$ cat src/rtl/mdu_div_seq.sv
// mdu_div_seq: sequential radix-2 restoring RV64M divider with valid/ready in and out
module mdu_div_seq (
  input  logic        clock,
  input  logic        reset,
  input  logic        in_valid,
  output logic        in_ready,
  input  logic        div,
  input  logic        divu,
  input  logic        rem,
  input  logic        remu,
  input  logic        word,
  input  logic [63:0] src1,
  input  logic [63:0] src2,
  input  logic        flush,
  output logic        out_valid,
  input  logic        out_ready,
  output logic [63:0] result
);
  typedef enum logic [1:0] {IDLE, CALC, DONE} state_t;
  state_t state_q, state_d;
  logic is_rem_q, is_rem_d, word_q, word_d, qneg_q, qneg_d, rneg_q, rneg_d;
  logic out_valid_q, out_valid_d;
  logic [6:0] cnt_q, cnt_d;
  logic [63:0] dvd_q, dvd_d, dvs_q, dvs_d, acc_q, acc_d, result_q, result_d;
  logic sgn, s1, s2, dz, ovf, none;
  logic [63:0] a, b, abs_a, abs_b, spec_val, acc_n, dvd_n, qv, rv;
  logic [64:0] pr;
  function automatic logic [63:0] fix(input logic w, input logic [63:0] v);
    return w ? {{32{v[31]}}, v[31:0]} : v;
  endfunction
  assign sgn = div | rem;
  assign a = word ? {{32{sgn & src1[31]}}, src1[31:0]} : src1;
  assign b = word ? {{32{sgn & src2[31]}}, src2[31:0]} : src2;
  assign s1 = sgn & a[63];
  assign s2 = sgn & b[63];
  assign abs_a = s1 ? -a : a;
  assign abs_b = s2 ? -b : b;
  assign dz = b == 64'd0;
  assign ovf = sgn & (a == (word ? 64'hFFFF_FFFF_8000_0000 : 64'h8000_0000_0000_0000)) & (&b);
  assign none = !(div | divu | rem | remu);
  assign spec_val = none ? 64'd0 : dz ? ((rem | remu) ? a : '1) : ((rem | remu) ? 64'd0 : a);
  assign pr = {acc_q, dvd_q[63]} - {1'b0, dvs_q};
  assign acc_n = pr[64] ? {acc_q[62:0], dvd_q[63]} : pr[63:0];
  assign dvd_n = {dvd_q[62:0], !pr[64]};
  assign qv = qneg_q ? -dvd_n : dvd_n;
  assign rv = rneg_q ? -acc_n : acc_n;
  always_comb begin
    state_d = state_q;
    is_rem_d = is_rem_q;
    word_d = word_q;
    qneg_d = qneg_q;
    rneg_d = rneg_q;
    out_valid_d = out_valid_q;
    cnt_d = cnt_q;
    dvd_d = dvd_q;
    dvs_d = dvs_q;
    acc_d = acc_q;
    result_d = result_q;
    if (flush) begin
      state_d = IDLE;
      out_valid_d = 1'b0;
    end else if (state_q == IDLE && in_valid) begin
      is_rem_d = rem | remu;
      word_d = word;
      qneg_d = s1 ^ s2;
      rneg_d = s1;
      if (dz || ovf || none) begin
        state_d = DONE;
        out_valid_d = 1'b1;
        result_d = fix(word, spec_val);
      end else begin
        state_d = CALC;
        cnt_d = word ? 7'd32 : 7'd64;
        acc_d = 64'd0;
        dvd_d = word ? {abs_a[31:0], 32'd0} : abs_a;
        dvs_d = abs_b;
      end
    end else if (state_q == CALC) begin
      acc_d = acc_n;
      dvd_d = dvd_n;
      cnt_d = cnt_q - 7'd1;
      if (cnt_q == 7'd1) begin
        state_d = DONE;
        out_valid_d = 1'b1;
        result_d = fix(word_q, is_rem_q ? rv : qv);
      end
    end else if (state_q == DONE && out_ready) begin
      state_d = IDLE;
      out_valid_d = 1'b0;
    end
  end
  always_ff @(posedge clock) begin
    if (reset) begin
      state_q <= IDLE;
      is_rem_q <= 1'b0;
      word_q <= 1'b0;
      qneg_q <= 1'b0;
      rneg_q <= 1'b0;
      out_valid_q <= 1'b0;
      cnt_q <= 7'd0;
      dvd_q <= 64'd0;
      dvs_q <= 64'd0;
      acc_q <= 64'd0;
      result_q <= 64'd0;
    end else begin
      state_q <= state_d;
      is_rem_q <= is_rem_d;
      word_q <= word_d;
      qneg_q <= qneg_d;
      rneg_q <= rneg_d;
      out_valid_q <= out_valid_d;
      cnt_q <= cnt_d;
      dvd_q <= dvd_d;
      dvs_q <= dvs_d;
      acc_q <= acc_d;
      result_q <= result_d;
    end
  end
  assign in_ready = state_q == IDLE;
  assign out_valid = out_valid_q;
  assign result = result_q;
endmodule

$ cat config.mk
export PLATFORM = sky130hd
export DESIGN_NAME = mdu_div_seq
export DESIGN_NICKNAME = d
export VERILOG_FILES = /design/src/rtl/mdu_div_seq.sv
export SDC_FILE = /design/constraint.sdc
export NUM_CORES = 1
export LEC_CHECK = 0
export ABC_AREA = 1
export BUFFER_PORTS_ARGS = -buffer_cell sky130_fd_sc_hd__buf_2
export CORE_AREA = 2 2 286 288
export DETAILED_ROUTE_END_ITERATION = 8
export DIE_AREA = 0 0 288 290
export PLACE_DENSITY = 0.58
export SYNTH_ARGS = -nofsm -noshare
export SYNTH_HDL_FRONTEND = slang
export SYNTH_SLANG_ARGS = --single-unit
$ cat constraint.sdc
create_clock -name clock -period 5.1 [get_ports clock]
set_clock_uncertainty 0.05 [all_clocks]
set_input_delay 0 -clock clock [delete_from_list [all_inputs] [get_ports clock]]
set_output_delay 0 -clock clock [all_outputs]
set_load 0.02 [all_outputs]
---- Word level (Yosys, flattened, before mapping) ----
Cells that the tools add are included.
word-level totals
  register bits after elaboration ......... 270
  bits of input ports ..................... 138
  output and inout port bits .............. 66
  logic and storage cells ................. 97
cells by class
  $add $sub $neg .......................... 6
  equal/unequal tests ..................... 7
  mux-type cells .......................... 40
  bitwise operators ....................... 14
  reductions and logical operators ........ 19
operators by type and width
  kind                                                                 count
  64-bit 2-to-1 mux                                                    25
  64-bit negation                                                      4
  65-bit by 64-bit subtractor with 65-bit output                       1
  64-bit == test                                                       1
  64-bit logical NOT                                                   1
  64-bit AND reduction                                                 1
  63-bit 2-to-1 mux                                                    1
  7-bit 2-to-1 mux                                                     4
  2-bit 2-to-1 mux                                                     5
  3-bit AND reduction                                                  3
  7-bit by 1-bit == test with 1-bit output (second input constant)     1
  7-bit by 1-bit subtractor with 7-bit output (second input constant)  1
  1-bit AND                                                            6
  1-bit 2-to-1 mux                                                     5
  1-bit OR                                                             5
  2-bit AND reduction                                                  2
  4-bit AND reduction                                                  1
  2-bit nonzero test                                                   2
  3-bit by 2-bit != test with 1-bit output (second input constant)     1
  3-bit nonzero test                                                   1
  2-bit by 1-bit == test with 1-bit output (second input constant)     1
  2-bit == test (second input constant)                                1
  1-bit logical AND                                                    2
  1-bit logical NOT                                                    2
  other kinds (7)                                                      9

---- Longest topological paths before layout ----
Gate-level depths: netlist of the first run.
  depth after elaboration ................. 10
  depth in mapped cells ................... 43
  gate-level depth less buffers ........... 39

---- Worst setup path after synthesis of the first run ----
OpenSTA, ideal clock, no wires.
  path type ............................... register to register
  from .................................... register dvd_q[63]
  to ...................................... register result_q[52], in the netlist result[52]
  setup time .............................. 70 ps
  arrival time ............................ 4856 ps
  data required time ...................... 4980 ps
  path slack .............................. 123 ps
  stages on the path, launching flop included .. 42
  path buffers ............................ 4
  period minus slack after synthesis ...... 4977 ps
  path through ............................ dfxtp_1 > inv_1 > ha_1 > fa_1 > inv_1 > nand2_1 > nand2_1 > nand3_1 > nand2_2 > nand2_2 > nand2_4 > nand2_2 > nand2_2 > nand2_2 > nand2_2 > nand2_4 > nand2_4 > buf_8 > (+6 left out) > nand2_1 > nor3_1 > nand4_1 > nor2_1 > nand2_1 > nor4_1 > nand3_1 > nor2_1 > nand3_1 > nand2_1 > o21ai_0 > a21oi_1 > o21ai_0 > nand2_1 > nand2_1 > nand2_1 > nand2_1 > a21oi_1
on the way
  longest elaborated chain between the ends .. 9
  elaborated cells on any way between the ends .. 12
  those cells by class .................... add/sub (3); mux (8); reduce/logical (1)
ends and longest elaborated chain
  element                                                 line    source
  from (decl)                                             24      logic [63:0] dvd_q, dvd_d, dvs_q, dvs_d, acc_q, acc_d, result_q, result_d;
  from (signal assigned)                                  113     dvd_q <= dvd_d;
  65-bit by 64-bit subtractor with 65-bit output          42      assign pr = {acc_q, dvd_q[63]} - {1'b0, dvs_q};
  64-bit 2-to-1 mux or 1-bit logical NOT (tied branches)  43, 44
  64-bit negation (on tied branches)                      46, 45
  64-bit 2-to-1 mux (on tied branches)                    46, 45
  64-bit 2-to-1 mux (*)                                   85      result_d = fix(word_q, is_rem_q ? rv : qv);
  64-bit 2-to-1 mux (*)                                   29      return w ? {{32{v[31]}}, v[31:0]} : v;
  64-bit 2-to-1 mux (*)                                   82      if (cnt_q == 7'd1) begin
  64-bit 2-to-1 mux (*)                                   78      end else if (state_q == CALC) begin
  64-bit 2-to-1 mux (*)                                   62      end else if (state_q == IDLE && in_valid) begin
  to (signal assigned)                                    116     result_q <= result_d;
  to (decl)                                               24
Mark *: on every way between the ends. The rest lies on a longest branch, timed or not. The select of a mux whose other input is x is not followed.
A chain may end at the register's enable or synchronous reset.

---- Worst setup path after layout of the first run ----
  from .................................... register acc_q[21]
  to ...................................... register result_q[56], in the netlist result[56]
on the way
  longest elaborated chain between the ends .. 9
  elaborated cells on any way between the ends .. 12
  those cells by class .................... add/sub (3); mux (8); reduce/logical (1)
ends and longest elaborated chain
  element                                                 line    source
  from (decl)                                             24
  from (signal assigned)                                  103     acc_q <= 64'd0;
  from (signal assigned)                                  115     acc_q <= acc_d;
  65-bit by 64-bit subtractor with 65-bit output          42
  64-bit 2-to-1 mux or 1-bit logical NOT (tied branches)  43, 44
  64-bit negation (on tied branches)                      46, 45
  64-bit 2-to-1 mux (on tied branches)                    46, 45
  64-bit 2-to-1 mux (*)                                   85
  64-bit 2-to-1 mux (*)                                   29
  64-bit 2-to-1 mux (*)                                   82
  64-bit 2-to-1 mux (*)                                   78
  64-bit 2-to-1 mux (*)                                   62
Marked as above.

==> flow_summary.toml, run 1 <==
[drt]
drc = 0
finalWirelength_mm = 135
drt_iter0_drc = 4367
wl_per_cell_um = 21.2
final_antenna_net_count = 0
viasPerCell = 5.49
dr.pass1.iters = 6
dr_total_vias = 35000

[job]
max_cap_violations = 0

[placed_design]
numPortBuffers = 203
gp_congestion = 1.02
dpl_cell_area_um2 = 30200
dp_hpwl_mm = 107

[global_routing]
antenna_found_initial = 10
grt_start_max_net_pins = 84
track_usage = 0.311
grt_pass1_wl_mm = 197
grt_pass1_vias = 31200
grt_overflow = 0

[clocking]
clk_latency_ps = 580
clkSinkCount = 270
clock_path_buffers = 3
cts_tree = "done"
numCtsBuffers = 36
root_buffer = "clkbuf_16"
clk_pin_slew_ps = 60
htree_levels = 2

[critical_path]
slowest_stage = "dfxtp_1"
timing.rr.start = "acc_q[21]"
max_stage_delay_ps = 440
r2r_slack_ps = 240
critPathMaxFanout = 4
reg2regPathDepth = 32
timing.rr.end = "result[56]"
end_kind = "flip-flop"
startpoint = "acc_q[21]"
worstSetupEndpoint = "result[56]"
critPathRequiredTime_ps = 5540
critPathKind = "flip-flop to flip-flop"
crit_arrival_ps = 5300
critPathLaunchType = "flip-flop"
path_common_cell = "nand2_1"

[floorplan]
start_util = 0.348
die_h_um = 290
dieWidth_um = 288
core_area_um2 = 80200
die_area_um2 = 83500
pin_count = 204
rows = 104

[synth]
yosysSeqAreaShare = 0.194
synth-edff-count = 0
yosysUniqueCellTypes = 61
synthFlopType = "dfxtp_1"
syn_avg_cell_area_um2 = 5.51
syn_area_um2 = 27900
syn-num-nets = 5277
netlist_instances = 5067
synth_area_leaders = "nand2_1 (21%), dfxtp_1 (19%), inv_1 (9.1%)"
ys.warnings.count = 0
async_reset_ff_frac = 0
synth_top_area_frac = 0.209
yosys.area.top_type = "nand2_1"
ys_ff_latch = 270

[timing]
final_max_slew_viol_count = 0
hold_ws_ps = -0.844
finalCriticalPeriod_ps = 4860
maxSlewHeadroom = 0.270
hold_viol = 1
fin_crit_sh = 0.953
setup_violations = 0
max_freq_mhz = 206
worstMarginPinSlew_ps = 1090

[layout]
drive_above_1_share = 0.106
synthToLayoutAreaGrowth_pct = 16.3
final_common_cell = "nand2_1"
final_nets = 5495
mostFrequentLayoutCells = "nand2_1 (1550), inv_1 (668), nor2_1 (481)"
final_area_um2 = 32400

[worst_hold_path]
hold_class = "input pin to flip-flop"
min_path_cells = 2

[power]
finalPower_uw = 7760
leakagePower_uw = 0.0165
ir_worst_vdd_mv = 0.221
cellPowerDensity_nw_per_um2 = 239

[outcome]
violations = "hold timing"
outcome = "finished with violations"
==> cell usage after synthesis, types with 8 or more instances <==
master,number
a211oi_1,15
a21oi_1,433
a21oi_2,9
a31oi_1,81
buf_1,21
buf_2,23
buf_6,10
clkbuf_1,157
dfxtp_1,270
ha_1,71
inv_1,674
inv_2,22
nand2_1,1557
nand2_2,40
nand3_1,291
nand3b_1,16
nand4_1,72
nor2_1,489
nor2_2,24
nor2_4,11
nor3_1,72
nor4_1,38
o211ai_1,45
o21ai_0,336
o21ai_1,18
o21ai_2,8
o21bai_1,16
o221ai_1,12
o22ai_1,10
o31ai_1,10
or2_2,15
xnor2_1,34
xor2_1,104
==> metrics by stage <==
step	worst slack, ps	utilization	cells	TNS [ps]	hold WS, ps
after floorplan	123	-	5067	0	104
after global placement	183	0.377	6220	0	297
after detailed placement	107	0.377	6220	0	305
after CTS	64.6	0.403	6368	0	0.730
after global routing	-58.6	0.405	6371	-215	35.3
final	239	0.405	6373	0	-0.844
==> state kept, by name (all words and copies together), names as in the netlist <==
register and count:
state_q 2, cnt_q 7, dvs_q 64, acc_q 64, is_rem_q 1, word_q 1
dvd_q 64, result 64, rneg_q 1, qneg_q 1, out_valid 1
==> cell families (layout without fill, tap and decap cells) <==
family          after synthesis  count (layout)  synth area share
xor+xnor                    138             138            0.0433
simple gates               2656            2656             0.402
flops                       270             270             0.194
fa+ha+maj                    72              72            0.0325
buf+inv                     918            1162             0.129
compound gates             1013            1013             0.200
other cells                   0               2                 0
==> worst max-delay path, delay by kind of cell (launching register included) <==
family                     cells  cell delay [ps]
adders and majority gates      2              500
buffers and inverters          4              370
and+or+nand+nor               20             2270
AOI/OAI and AO/OA              6             1110
DFF                            1              440
==> where the power goes <==
group	internal, µW	switching, µW	leakage, µW	total, µW
combinational	758	1910	0.0137	2670
clock	1600	1170	0.000598	2770
sequential	2220	104	0.00220	2320
total	4570	3190	0.0165	7760
==> worst min-delay path by stage <==
stage	start	end	slack (ps)
after floorplan	src2[0]	dvs_q[0]	100
after global placement	src2[20]	dvs_q[20]	300
after detailed placement	src2[20]	dvs_q[20]	310
after CTS	src1[18]	dvd_q[18]	0.7
after global routing	src1[13]	dvd_q[15]	40
final	reset	result[63]	-0.8
==> layout make-up <==
type	count	area, µm²
Fill cell	9125	47700
Multi-Input combinational cell	3879	19100
Sequential cell	270	5410
Timing Repair Buffer	399	2780
Inverter	699	2630
Tap cell	1060	1330
Clock buffer	43	978
Clock inverter	21	254
Antenna cell	2	5.00
==> metal layers <==
| metal | routed length, µm | global-route usage |
|---|---|---|
| met3 | 12600 | 0.0414 |
| met1 | 59000 | 0.442 |
| met2 | 57700 | 0.471 |
| met5 | 39 | 0 |
| met4 | 5860 | 0.120 |
==> what timing repair did <==
| item | 4_1_cts | 5_1_grt |
|---|---|---|
| hold buffers | 84 | 0 |
| buffers inserted | 0 | 3 |
| endpoints found under the setup margin | 0 | 26 |
| gates resized for setup | 0 | 30 |
| hold endpoints to repair | 98 | 0 |
Note: power is estimated with default switching activity, not from simulation.
==> inputs of run 2 (changes only) <==
==> constraint.sdc (replaced) <==
create_clock -name clock -period 5.1 [get_ports clock]
set_clock_uncertainty 0.05 [all_clocks]
set_input_delay 0.51 -clock clock [delete_from_list [all_inputs] [get_ports clock]]
set_output_delay 0.51 -clock clock [all_outputs]
set_load 0.02 [all_outputs]
==> run 2 against run 1 <==
Against the previous run:
- the flow now finishes without violations
- via count decreased by 1.4%
- sequential share of layout area increased by 0.40 points
- core utilization decreased by 0.94 points
- register-to-register slack improved by 30 ps
- power decreased by 0.94%
- worst setup slack improved by 32 ps
- flip-flop and latch count unchanged
- clock power about the same
==> flow_summary.toml, run 2 (same netlist as run 1, synthesis figures left out) <==
[critical_path]
slowest_stage = "ha_1"
max_stage_delay_ps = 360
end_kind = "flip-flop"
crit_arrival_ps = 5280
critPathKind = "flip-flop to flip-flop"
timing.rr.start = "dvs_q[54]"
startpoint = "dvs_q[54]"
critPathRequiredTime_ps = 5550
timing.rr.end = "result[56]"
path_common_cell = "nand2_1"
critPathMaxFanout = 5
r2r_slack_ps = 270
critPathLaunchType = "flip-flop"
reg2regPathDepth = 33

[clocking]
cts_tree = "done"
htree_levels = 2
clk_latency_ps = 580
clock_path_buffers = 3
numCtsBuffers = 37
clkSinkCount = 270
cts_hold_buf = 0
root_buffer = "clkbuf_16"
clk_pin_slew_ps = 60

[global_routing]
grt_busiest_layer = "met2"
grt_pass1_vias = 31100
met1_usage = 0.434
grt_start_max_net_pins = 81
track_usage = 0.310
grt_use_met3 = 0.0565
grt_overflow = 0
grt_pass1_wl_mm = 197
use_met2 = 0.473
antenna_found_initial = 11

[floorplan]
pin_count = 204
start_util = 0.348
core_area_um2 = 80200
die_area_um2 = 83500
die_h_um = 290
dieWidth_um = 288
rows = 104

[drt]
dr_total_vias = 34500
viasPerCell = 5.48
finalWirelength_mm = 134
drc = 0
dr.pass1.iters = 7
wl_per_cell_um = 21.3
drt_iter0_drc = 4280
final_antenna_net_count = 0

[timing]
fin_crit_sh = 0.947
setup_violations = 0
worstMarginPinSlew_ps = 970
final_max_slew_viol_count = 0
hold_viol = 0
finalCriticalPeriod_ps = 4830
max_freq_mhz = 207
fin_tns_setup_ps = 0
maxSlewHeadroom = 0.348
hold_ws_ps = 231
rsz0062_at_grt = "yes"

[outcome]
outcome = "finished, final reports clean"

[worst_hold_path]
hp-start = "src2[0]"
min_path_cells = 3
hold_class = "input pin to flip-flop"
worstHoldEndpoint = "dvs_q[0]"

[layout]
drive_above_1_share = 0.106
mostFrequentLayoutCells = "nand2_1 (1552), inv_1 (668), nor2_1 (482)"
synthToLayoutAreaGrowth_pct = 13.6
final_common_cell = "nand2_1"
final_nets = 5415

[placed_design]
numPortBuffers = 203
dp_hpwl_mm = 108
gp_congestion = 1.01

[job]
max_cap_violations = 0

[power]
cellPowerDensity_nw_per_um2 = 243
leakagePower_uw = 0.0162
ir_worst_vdd_mv = 0.185
finalPower_uw = 7690
-- run 2: layer usage --
metal	routed length (µm)	share of wire	up-vias
li1	-	-	16700
met1	57700	0.43	16000
met2	58100	0.43	1648
met3	13500	0.10	212
met4	4820	0.036	6
met5	46	0.00034	-
-- run 2: worst max-delay path, delay by kind of cell, from the launching register on --
family	cells	cell delay (ps)
buf+inv	4	310
fa+ha+maj	2	540
simple gates	22	2570
flops	1	350
compound gates	5	940
-- run 2: power by group --
| group | switching [µW] | internal, µW |
|---|---|---|
| combinational | 1900 | 731 |
| clock | 1140 | 1590 |
| sequential | 106 | 2220 |
-- run 2: worst max path at each step --
stage / end / slack (ps) / cells after the start
floorplan: result[52] / 120 / 41
global placement: result[62] / 100 / 39
detailed placement: result[62] / 60 / 39
CTS: result[62] / 30 / 39
global route: result[52] / -40 / 34
finish: result[56] / 270 / 33
-- run 2: repair_timing --
item | in CTS | in global routing
gates resized for setup | 0 | 26
buffers inserted | 0 | 1
setup endpoints to repair | 0 | 24
-- run 2: cell type report --
class / count / area [µm²]
timing repair buffer: 318 / 2030
tap: 1060 / 1330
antenna: 2 / 5.00
sequential: 270 / 5410
inverter: 699 / 2630
clock inverter: 16 / 195
clock buffer: 50 / 1040
multi-input combinational: 3879 / 19100
fill: 9203 / 48500
-- run 2: through the flow --
step | setup WS [ps] | instances | util | cell area, µm²
final | 272 | 6294 | 0.395 | 31700
after CTS | 28.8 | 6291 | 0.394 | 31600
after detailed placement | 62.6 | 6225 | 0.378 | 30300
after global placement | 104 | 6225 | 0.378 | 30300
after global routing | -41.0 | 6292 | 0.395 | 31700
after floorplan | 123 | 5067 | - | 27900
